### src/rtl/mem_arbiter_pkg.sv
// Shared constants for the memory arbiter: FSM encoding, owner ids, default latency
// and the round-robin pick helper.
package mem_arbiter_pkg;

   localparam logic [1:0] ST_IDLE   = 2'b00;
   localparam logic [1:0] ST_ACCESS = 2'b01;
   localparam logic [1:0] ST_DONE   = 2'b10;

   localparam logic OWN_CPU    = 1'b0;
   localparam logic OWN_LOADER = 1'b1;

   localparam int MEM_LAT_DEF = 2;

   // Round-robin choice between two requesters; on contention the one that did not go last wins.
   function automatic logic rr_pick(input logic r0, input logic r1, input logic last_owner);
      logic win;
      if (r0 && r1) begin
         win = ~last_owner;
      end else if (r1) begin
         win = OWN_LOADER;
      end else begin
         win = OWN_CPU;
      end
      return win;
   endfunction

endpackage

### src/rtl/mem_arbiter_latency_counter.sv
// Loadable down-counter that times the memory access window; zero marks the final
// ACCESS cycle.
module arb_latency_counter #(
   parameter int CNT_W = 2
) (
   input  logic             clock,
   input  logic             reset,
   input  logic             load,
   input  logic [CNT_W-1:0] load_val,
   input  logic             dec,
   output logic             zero
);

   logic [CNT_W-1:0] count_r;

   // Count register: load wins over decrement, and the count never wraps below zero.
   always_ff @(posedge clock) begin
      if (reset) begin
         count_r <= {CNT_W{1'b0}};
      end else if (load) begin
         count_r <= load_val;
      end else if (dec && (count_r != {CNT_W{1'b0}})) begin
         count_r <= count_r - CNT_W'(1);
      end else begin
         count_r <= count_r;
      end
   end

   assign zero = (count_r == {CNT_W{1'b0}});

endmodule

### src/rtl/mem_arbiter.sv
// Two-requester round-robin arbiter for the shared unified memory: CPU control path
// (requester 0) and boot/IO loader (requester 1).
module mem_arbiter
   import mem_arbiter_pkg::*;
#(
   parameter int ADDR_W  = 16,
   parameter int DATA_W  = 16,
   parameter int MEM_LAT = MEM_LAT_DEF
) (
   input  logic              clock,
   input  logic              reset,
   input  logic              req0,
   input  logic              we0,
   input  logic [ADDR_W-1:0] addr0,
   input  logic [DATA_W-1:0] wdata0,
   output logic              ack0,
   input  logic              req1,
   input  logic              we1,
   input  logic [ADDR_W-1:0] addr1,
   input  logic [DATA_W-1:0] wdata1,
   output logic              ack1,
   output logic [DATA_W-1:0] rdata,
   output logic [ADDR_W-1:0] mem_addr,
   output logic [DATA_W-1:0] mem_wdata,
   output logic              mem_we,
   input  logic [DATA_W-1:0] mem_rdata,
   output logic              grant,
   output logic              busy
);

   localparam int CNT_W = $clog2(MEM_LAT) + 1;
   localparam logic [CNT_W-1:0] LAT_LOAD = CNT_W'(MEM_LAT - 1);

   logic [1:0]        state_r;
   logic [1:0]        next_state_s;
   logic              last_owner_r;
   logic              grant_r;
   logic              busy_r;
   logic              ack0_r;
   logic              ack1_r;
   logic              mem_we_r;
   logic [ADDR_W-1:0] mem_addr_r;
   logic [DATA_W-1:0] mem_wdata_r;
   logic [DATA_W-1:0] rdata_r;

   logic              any_req_s;
   logic              winner_s;
   logic              cnt_load_s;
   logic              cnt_dec_s;
   logic              cnt_zero_s;

   assign any_req_s = req0 | req1;
   assign winner_s  = rr_pick(req0, req1, last_owner_r);

   arb_latency_counter #(
      .CNT_W (CNT_W)
   ) u_lat_cnt (
      .clock    (clock),
      .reset    (reset),
      .load     (cnt_load_s),
      .load_val (LAT_LOAD),
      .dec      (cnt_dec_s),
      .zero     (cnt_zero_s)
   );

   // Next-state and counter control.
   always_comb begin
      next_state_s = state_r;
      cnt_load_s   = 1'b0;
      cnt_dec_s    = 1'b0;
      case (state_r)
         ST_IDLE: begin
            if (any_req_s) begin
               next_state_s = ST_ACCESS;
               cnt_load_s   = 1'b1;
            end else begin
               next_state_s = ST_IDLE;
            end
         end
         ST_ACCESS: begin
            if (cnt_zero_s) begin
               next_state_s = ST_DONE;
            end else begin
               cnt_dec_s    = 1'b1;
            end
         end
         ST_DONE: begin
            next_state_s = ST_IDLE;
         end
         default: begin
            next_state_s = ST_IDLE;
         end
      endcase
   end

   // State, round-robin pointer and all registered outputs.
   always_ff @(posedge clock) begin
      if (reset) begin
         state_r      <= ST_IDLE;
         last_owner_r <= OWN_LOADER;
         grant_r      <= OWN_CPU;
         busy_r       <= 1'b0;
         ack0_r       <= 1'b0;
         ack1_r       <= 1'b0;
         mem_we_r     <= 1'b0;
         mem_addr_r   <= {ADDR_W{1'b0}};
         mem_wdata_r  <= {DATA_W{1'b0}};
         rdata_r      <= {DATA_W{1'b0}};
      end else begin
         state_r <= next_state_s;
         busy_r  <= (next_state_s != ST_IDLE);
         ack0_r  <= 1'b0;
         ack1_r  <= 1'b0;
         case (state_r)
            ST_IDLE: begin
               if (any_req_s) begin
                  grant_r      <= winner_s;
                  last_owner_r <= winner_s;
                  mem_we_r     <= (winner_s == OWN_LOADER) ? we1    : we0;
                  mem_addr_r   <= (winner_s == OWN_LOADER) ? addr1  : addr0;
                  mem_wdata_r  <= (winner_s == OWN_LOADER) ? wdata1 : wdata0;
               end else begin
                  mem_we_r     <= 1'b0;
               end
            end
            ST_ACCESS: begin
               if (cnt_zero_s) begin
                  // mem_we_r still carries the latched op here, so it tells read from write.
                  if (!mem_we_r) begin
                     rdata_r <= mem_rdata;
                  end else begin
                     rdata_r <= rdata_r;
                  end
                  mem_we_r <= 1'b0;
                  ack0_r   <= (grant_r == OWN_CPU);
                  ack1_r   <= (grant_r == OWN_LOADER);
               end else begin
                  mem_we_r <= mem_we_r;
               end
            end
            ST_DONE: begin
               mem_we_r <= 1'b0;
            end
            default: begin
               mem_we_r <= 1'b0;
            end
         endcase
      end
   end

   assign ack0      = ack0_r;
   assign ack1      = ack1_r;
   assign rdata     = rdata_r;
   assign mem_addr  = mem_addr_r;
   assign mem_wdata = mem_wdata_r;
   assign mem_we    = mem_we_r;
   assign grant     = grant_r;
   assign busy      = busy_r;

endmodule

### config.mk
export PLATFORM = sky130hd
export DESIGN_NAME = mem_arbiter
export DESIGN_NICKNAME = d
export VERILOG_FILES = /design/src/rtl/mem_arbiter_pkg.sv /design/src/rtl/mem_arbiter_latency_counter.sv /design/src/rtl/mem_arbiter.sv
export SDC_FILE = /design/constraint.sdc
export NUM_CORES = 1
export LEC_CHECK = 0
export CORE_UTILIZATION = 50
export CTS_BUF_LIST = sky130_fd_sc_hd__clkbuf_4 sky130_fd_sc_hd__clkbuf_8
export DETAILED_ROUTE_END_ITERATION = 7
export DONT_BUFFER_PORTS = 1
export GPL_TIMING_DRIVEN = 0
export PLACE_DENSITY = 0.68
export SLEW_MARGIN = 40
export SYNTH_ARGS = -nofsm -noshare
export SYNTH_HDL_FRONTEND = slang
export SYNTH_SLANG_ARGS = --single-unit
### constraint.sdc
create_clock -name clock -period 1.5 [get_ports clock]
set_clock_uncertainty 0.2 [all_clocks]
set_input_delay 0.075 -clock clock [delete_from_list [all_inputs] [get_ports clock]]
set_output_delay 0.075 -clock clock [all_outputs]
set_load 0.005 [all_outputs]
Yosys cells after proc, flatten, opt, wreduce, memory -nomap -nowiden
Index checks and enable logic that the tools add are counted.
- multiply operators: 0
- shift operators: 0
- add/sub/neg operators: 1
- bitwise operators: 6
- muxes and demuxes: 17
- order comparisons: 0
- equality and inequality tests: 2
- reductions and logical operators: 11
- div/mod/pow operators: 0
- operators with widths (cell ; count):
    $mux 16 ; 2
    $mux 1 ; 12
    $reduce_bool 2->1 ; 3
    $not 1->1 ; 5
    $logic_not 2->1 ; 2
    $pmux 2 s2 ; 1
    $reduce_and 3->1 ; 1
    $reduce_or 3->1 ; 1
    $eq 2x1->1 const B ; 1
    $logic_and 1x1->1 ; 2
    $mux 2 ; 1
    $ne 2x2->1 const B ; 1
    $pmux 1 s2 ; 1
    $reduce_and 2->1 ; 1
    $reduce_or 2->1 ; 1
    $sub 2x1->2 const B ; 1
    $or 1x1->1 ; 1
- logic and storage cells: 49
- memories: 0
- input bits: 86
- latch bits: 0
- memory bits (writable): 0
- output and inout port bits: 53
- bits in read-only memories: 0
- flip-flop bits (word level): 58

Logic depth before layout (Yosys ltp)
Gate-level depths: netlist of the first run.
- word-level depth: 6
- mapped depth: 7
- mapped depth without buffers: 5

Cells and area by module
A second synthesis of the first run with hierarchy kept.
- cells, all modules: 301
- area total of the unflattened synthesis: 2645.0 sq um
- by module, submodules not included (module ; sequential area each (sq um) ; area an instance (sq um) ; times used ; cells an instance):
    mem_arbiter ; 1121.1 ; 2518.7 ; 1 ; 287
    arb_latency_counter ; 40.0 ; 126.4 ; 1 ; 14

Worst setup path after synthesis of the first run
No wires, ideal clock.
- kind: register to register
- from: reg u_lat_cnt.count_r[0]
- to: reg rdata_r[0], in the netlist rdata[0]
- required time: 1.168 ns
- slack: -0.065 ns
- arrival time: 1.233 ns
- period minus slack after synthesis: 1.565 ns
- cell stages (with the launch flop): 8
- cell sequence: dfxtp_1 > inv_1 > ha_1 > and4bb_2 > clkbuf_2 > buf_2 > nand2_1 > a21oi_1
- cells in the longest elaborated chain, start to end: 2
- RTL lines (element ; line ; source):
    start: declaration ; mem_arbiter_latency_counter.sv:14 ; logic [CNT_W-1:0] count_r;
    start signal: assignment ; mem_arbiter_latency_counter.sv:19 ; count_r <= {CNT_W{1'b0}};
    start signal: assignment ; mem_arbiter_latency_counter.sv:21 ; count_r <= load_val;
    start signal: assignment ; mem_arbiter_latency_counter.sv:23 ; count_r <= count_r - CNT_W'(1);
    $logic_not 2->1 ; mem_arbiter_latency_counter.sv:29 ; assign zero = (count_r == {CNT_W{1'b0}});
    $reduce_and 3->1 (no line) ; - ;
    end signal: assignment ; mem_arbiter.sv:108 ; rdata_r <= {DATA_W{1'b0}};
    end signal: assignment ; mem_arbiter.sv:130 ; rdata_r <= mem_rdata;
    end signal: assignment ; mem_arbiter.sv:132 ; rdata_r <= rdata_r;
    end: declaration ; mem_arbiter.sv:44 ; logic [DATA_W-1:0] rdata_r;
Every way passes these cells.
A chain may end at the register's enable or synchronous reset.

Worst setup path in the final report of the first run
- from: reg u_lat_cnt.count_r[0]
- to: reg rdata_r[14], in the netlist rdata[14]
Same word-level chain as after synthesis.

==> summary.txt, run 1 <==
Placed design
  • Placed cell area: 2592 um2
  • # port buffers: 0
  • Placed Cells: approximately 280
  • Post-DP HPWL: between 3000 and 4000 um
  • Pre-CTS WS: -0.2353 ns
  • Routability congestion estimate: 0.7005

Clocking
  • Clk pin slew, worst setup/hold paths: 0.07 ns
  • H-tree levels: 3
  • Cts bufs inserted: 9
  • Worst skew pair latency: ~0.33 ns
  • Longest Clk Path Bufs: 2
  • Clock root buffer: clkbuf_8
  • TritonCTS clock tree: yes
  • Number of clock sinks: between 50 and 60

STA
  • Worst relative slew slack: about four fifths
  • Fmax: between 600 and 700 MHz
  • RSZ-0062 raised after global routing: yes
  • Minimum clock period: 1.573 ns
  • Final setup viols: 44
  • Final worst slack: -0.07250 ns
  • WHS: approximately 0.094 ns
  • Final hold violation count: 0
  • Fin. max-slew vios: 0
  • Period utilization: 104.8%
  • Worst-Margin Slew: approximately 0.30 ns

Floorplanning
  • I/O pin total: roughly 140
  • Initial Util: a little over half
  • Die ar.: 5232 um2
  • Die W: between 70 and 80 um
  • Die height: a little over 70 um
  • Site row count: 25
  • Core area: approximately 4800 um2

Synth
  • Most instantiated cells after synthesis: dfxtp_1, nand2_1, mux2i_1, o2bb2ai_2, a21oi_1
  • EDFF count, synth: 0
  • Top FF cell, synth: dfxtp_1
  • Synthesized area: roughly 2500 um2
  • Flops & latches, synth: 58
  • Synth top area cells: dfxtp_1, o2bb2ai_2, mux2i_1
  • Synth Instances: between 200 and 250
  • Top-count cell post-synth: dfxtp_1
  • Seq/Total Area, Yosys: between 40% and 50%
  • Yosys cell types: 31
  • Synth warn: 0
  • Mapped Nets: around 300
  • Async S/R FF share, synth: 0%
  • Synthesized area per cell: roughly 11 um2
  • Top cell type's share of synthesized area: ~47%
  • Area leader, netlist: dfxtp_1

Hold path
  • Hold Path Depth: 4
  • Hold Path End: last_owner_r$_SDFFE_PP1P_
  • Min-delay src: req0
  • Worst hold path type: input pin to flip-flop

Global route
  • GR Overflow Total: 0
  • Vias in the first global route: roughly 2,200
  • Tot GR Track Use: between 20 and 30%
  • Global-route wire length before repair: between 10,000 and 15,000 um
  • Largest net degree at the start of global routing: 17
  • Initial antenna violation count: 0

Critical path
  • Worst-case reg-to-reg path depth: 6
  • Family with the most delay on the worst path: simple AND/OR/NAND/NOR gates
  • Flop2flop setup slack: -0.07 ns
  • Max incr delay on CP: between 0.3 and 0.4 ns
  • Number of stages on the worst setup path: 6
  • Slowest cell on the critical path: dfxtp_2
  • WP buf/inv: 2
  • Worst Setup Start Kind: flip-flop
  • Type of the worst setup path: flip-flop to flip-flop
  • R2r startpoint: u_lat_cnt.count_r[0]$_SDFFE_PP0P_
  • WP data required: ~1.6 ns
  • CP endpoint kind: flip-flop
  • CP Cell Sequence: inv_2 > ha_4 > and4bb_2 > clkbuf_16 > nand2_1 > a21oi_2
  • CP Max Fanout: 8
  • FF-to-FF End: rdata[14]$_SDFFE_PP0P_
  • CP arrival: approximately 1.6 ns

Layout
  • Multi-input logic area: about 1500 um2
  • Final Instance Area: a little under 4000 um2
  • Post-Layout Cell Count: 386
  • Layout cell share with drive strength beyond 1: 35.11%
  • Synthesis-to-finish area growth: 60.80%
  • # fillers: ~270
  • Nets: approximately 400
  • Register area: 1170 um2
  • # diodes: 0

Detailed routing
  • First-pass DRT Iterations: 4
  • Initial DRC Count: approximately 100
  • # DRC: 0
  • Post-route ant nets: 0
  • Vias per cell: 5.611
  • Final WL: ~7800 um
  • Via count: between 2,000 and 2,500
  • Avg WL per Cell: a little over 20 um

Power and ir drop
  • Max IR drop VDD: 0.9285 mV
  • Cell Pwr Density: ~1200 nW/um2
  • LEAKAGE: around 1.5 nW

Outcome
  • Status: complete, but fails checks
  • Failing checks: negative setup slack

Job
  • Max-cap violation count: 0
## placed cells by master (no fill, tap or decap), types with 2 or more instances in the layout
cell type,count
a21oi_1,4
a21oi_2,12
buf_4,9
buf_6,4
buf_8,3
clkbuf_2,2
clkbuf_4,2
clkbuf_8,12
clkinv_2,2
dfxtp_1,55
dfxtp_4,2
dlygate4sd3_1,84
inv_1,2
inv_2,2
mux2i_1,17
mux2i_2,14
mux2i_4,2
nand2_1,29
nand2_2,2
nand2_4,3
nand3b_1,2
o21ai_0,3
o2bb2ai_2,25
o2bb2ai_4,7
## cells by family after synthesis
family / synth area share [%]
xor+xnor: 0.3541
flops: 46.94
fa+ha+maj: 0.5057
simple gates: 8.801
mux: 13.35
buf+inv: 5.259
compound gates: 24.79
## flip-flops by register name, indices dropped and copies added, names as in the netlist
register	cells
busy	1
mem_addr	16
mem_we	1
grant	1
last_owner_r	1
state_r	2
ack0	1
rdata	16
u_lat_cnt.count_r	2
mem_wdata	16
ack1	1
## area by class of cell
type                            count  share of cell area (%)
Clock buffer                       14                   4.530
Sequential cell                    58                   29.41
Buffer                             14                   3.806
Tap cell                           67                   2.108
Multi-Input combinational cell    137                   36.84
Timing Repair Buffer               90                   22.68
Clock inverter                      2                  0.2517
Inverter                            4                  0.3775
## power by group
part,total [W],internal [W],switching [W]
combinational,0.00130,0.000678,0.000626
sequential,0.00202,0.00178,0.000239
clock,0.00137,0.000767,0.000600
## metal layers
metal  global-route usage, %  vias up  share of wire [%]  wire length (um)
met4                   14.38        0                2.6               205
met1                   29.37     1047                 37              2897
li1                        -      975                  -                 -
met2                   49.74      123                 52              4056
met3                   11.11       21                8.4               660
met5                       0        -                  0                 0
## through the flow
step / setup TNS (ns) / power, W / utilization, %
2_1_floorplan: -0.02395 / 0.002646 / -
4_1_cts: -1.574 / 0.004489 / 79.37
3_3_place_gp: -7.937 / 0.002806 / 54.53
5_1_grt: -3.030 / 0.004909 / 83.66
6_report: -1.026 / 0.004693 / 83.66
3_5_place_dp: -7.924 / 0.002825 / 54.53
## worst reg2reg max path: stages (launching register included)
cell and delay, ns:
dfxtp_2 0.33, inv_2 0.06, ha_4 0.19, and4bb_2 0.31
clkbuf_16 0.17, nand2_1 0.09, a21oi_2 0.15
## worst max-delay path by stage
stage | from | endpoint | slack (ns)
2_1_floorplan | last_owner_r$_SDFFE_PP1P_ | mem_addr[0]$_SDFFE_PP0P_ | -0.01
4_1_cts | state_r[0]$_SDFF_PP0_ | mem_addr[11]$_SDFFE_PP0P_ | -0.07
6_report | u_lat_cnt.count_r[0]$_SDFFE_PP0P_ | rdata[14]$_SDFFE_PP0P_ | -0.07
3_5_place_dp | state_r[1]$_SDFF_PP0_ | mem_addr[11]$_SDFFE_PP0P_ | -0.24
3_3_place_gp | state_r[1]$_SDFF_PP0_ | mem_addr[11]$_SDFFE_PP0P_ | -0.23
5_1_grt | u_lat_cnt.count_r[0]$_SDFFE_PP0P_ | rdata[8]$_SDFFE_PP0P_ | -0.10
## timing repair
item | in CTS | in global routing
hold buffers | 84 | 0
setup endpoints to repair | 45 | 54
gates resized for setup | 26 | 49
cloned | 0 | 1
buffers inserted | 5 | 0
pin swaps | 1 | 11
hold endpoints to repair | 55 | 0
Note: power is estimated with default switching activity, not from simulation.
==> inputs of run 2 (changes only) <==
Settings changed: CELL_PAD_IN_SITES_DETAIL_PLACEMENT set to 0, CELL_PAD_IN_SITES_GLOBAL_PLACEMENT set to 1, CORE_UTILIZATION 50 to 43, PLACE_DENSITY 0.68 to not set, PLACE_DENSITY_LB_ADDON set to 0.1.
==> summary.txt, run 2 (synthesis gave the netlist of run 1 again) <==
STA
  • RSZ-0062 raised after global routing: yes
  • WHS: -0.08248 ns (-0.1769 ns)
  • Final hold violation count: 5 (+5)
  • Period utilization: 105.2% (+0.32 points)
  • Fmax: 634.0 MHz (-0.30%)
  • Worst relative slew slack: 53.56% (-26 points)
  • Final worst slack: -0.07727 ns (-0.004764 ns)
  • Minimum clock period: 1.577 ns (+0.004764 ns)
  • Fin. max-slew vios: 0 (unchanged)
  • Worst-Margin Slew: 0.6966 ns (+0.3922 ns)
  • Final setup viols: 38 (-14%)

Critical path
  • Max incr delay on CP: 0.53 ns (+0.20 ns)
  • CP Max Fanout: 10 (+2)
  • Type of the worst setup path: flip-flop to flip-flop
  • CP arrival: 1.63 ns (about the same)
  • WP data required: 1.56 ns (about the same)
  • Slowest cell on the critical path: or4_4
  • Worst Setup Start Kind: flip-flop
  • CP endpoint kind: flip-flop
  • Flop2flop setup slack: -0.08 ns (about the same)
  • CP Cell Sequence: or4_4 > buf_6 > buf_12 > o2bb2ai_4

Clocking
  • Worst skew pair latency: 0.32 ns (about the same)
  • Cts hold-fix bufs: 86 (+2.4%)
  • Clk pin slew, worst setup/hold paths: 0.07 ns (about the same)
  • Cts bufs inserted: 9 (unchanged)
  • Number of clock sinks: 58 (unchanged)
  • TritonCTS clock tree: yes
  • Longest Clk Path Bufs: 2 (unchanged)
  • H-tree levels: 3 (unchanged)
  • Clock root buffer: clkbuf_8

Placed design
  • Post-DP HPWL: 3919 um (+13%)
  • # port buffers: 0 (unchanged)
  • Routability congestion estimate: 0.6865 (-2.0%)
  • Pre-CTS WS: -0.1956 ns (+0.03975 ns)

Outcome
  • Failing checks: negative hold slack, negative setup slack
  • Status: complete, but fails checks

Floorplanning
  • Initial Util: 44.65% (-7.4 points)
  • Core area: 5540 um2 (+17%)
  • I/O pin total: 139 (unchanged)
  • Die ar.: 6060 um2 (+16%)
  • Die W: 77.85 um (+7.6%)
  • Die height: 77.85 um (+7.6%)
  • Site row count: 27 (+8.0%)

Layout
  • Synthesis-to-finish area growth: 63.08%
  • Core Util, Final: 72.81% (-11 points)
  • # diodes: 0 (unchanged)
  • # fillers: 367 (+34%)
  • Most frequent cells in the layout: dlygate4sd3_1, dfxtp_1, o2bb2ai_2
  • Nets: 406 (+1.2%)
  • Layout cell share with drive strength beyond 1: 35.49% (+0.38 points)
  • Commonest non-fill, non-tap cell in the layout: dlygate4sd3_1

Global route
  • Vias in the first global route: 2,168 (-0.73%)
  • Largest net degree at the start of global routing: 17 (unchanged)
  • Tot GR Track Use: 23.37% (-5.0 points)
  • Initial antenna violation count: 0 (unchanged)
  • Global-route wire length before repair: 10,850 um (-0.76%)
  • GR Overflow Total: 0 (unchanged)

Detailed routing
  • Avg WL per Cell: 19.72 um (-2.6%)
  • First-pass DRT Iterations: 4 (unchanged)
  • Final WL: 7811 um (-0.12%)
  • Via count: 2,126 (-1.8%)
  • Initial DRC Count: 48 (-53%)
  • Vias per cell: 5.369 (-4.3%)
  • # DRC: 0 (unchanged)
  • Post-route ant nets: 0 (unchanged)

Job
  • Max-cap violation count: 0 (unchanged)

Hold path
  • Worst hold path type: input pin to flip-flop

Power and ir drop
  • Cell Pwr Density: 1170 nW/um2 (-0.82%)
  • Max IR drop VDD: 0.7056 mV (-24%)
  • LEAKAGE: 1.588 nW (+5.9%)
  • Total power: 0.004720 W (+0.58%)
[run 2: cell count changes in the layout (fill, tap and decap cells not counted), moves of 3 or more]
cell and change:
a21oi_1 -3, nand2_1 -10, mux2i_1 +6, a21oi_2 +3, o2bb2ai_4 -3, mux2i_2 -6, nand2_4 +11, o2bb2ai_1 +4
[run 2: metrics by stage]
step           cells  cell area [um2]  setup TNS (ns)
2_1_floorplan    217             2509        -0.02395
3_3_place_gp     289             2599          -4.761
3_5_place_dp     289             2599          -6.395
4_1_cts          393             3721          -1.581
5_1_grt          396             4034          -3.624
6_report         396             4034          -1.458
[run 2: path summary, 6_finish.rpt]
kind | cells past startpoint | endpoint | start
setup reg to reg | 4 | mem_wdata[13]$_SDFFE_PP0P_ | state_r[0]$_SDFF_PP0_
hold / removal | 3 | mem_wdata[4]$_SDFFE_PP0P_ | reset
setup / recovery | 4 | mem_wdata[13]$_SDFFE_PP0P_ | state_r[0]$_SDFF_PP0_
hold reg to reg | 2 | last_owner_r$_SDFFE_PP1P_ | last_owner_r$_SDFFE_PP1P_
[run 2: worst max-delay path, delay by kind of cell, from the launching register on]
kind / cells / cell delay [ns]
compound gates: 1 / 0.13
simple gates: 1 / 0.53
buf+inv: 2 / 0.31
flops: 1 / 0.35
[run 2: area by class of cell]
cell class                 count  area, um2  area share, %
tap                           72      90.09          2.233
timing repair buffer          94      935.9          23.20
multi-input combinational    137       1465          36.32
inverter                       4      15.01         0.3722
clock inverter                 2      10.01         0.2481
sequential                    58       1169          28.97
clock buffer                  14      180.2          4.467
buffer                        15      168.9          4.187
[run 2: where the power goes]
| part | internal, W | switching (W) | leakage, nW |
|---|---|---|---|
| clock network | 0.000768 | 0.000601 | 0.103 |
| logic | 0.000702 | 0.000640 | 1.01 |
| registers | 0.00178 | 0.000226 | 0.478 |
| total | 0.00325 | 0.00147 | 1.59 |
[run 2: layer usage]
| layer | up-vias | track usage, % | wire length (um) |
|---|---|---|---|
| li1 | 984 | - | - |
| met1 | 1011 | 24.78 | 2967 |
| met2 | 114 | 41.86 | 4008 |
| met3 | 17 | 7.765 | 658 |
| met4 | 0 | 10.19 | 177 |
| met5 | - | 0 | 0 |
[run 2: timing repair]
action / 4_1_cts / 5_1_grt
hold endpoints to repair: 54 / 5
pin swaps: 0 / 30
gates cloned: 1 / 1
endpoints found under the setup margin: 44 / 54
gates resized for setup: 17 / 66
setup buffers: 4 / 2
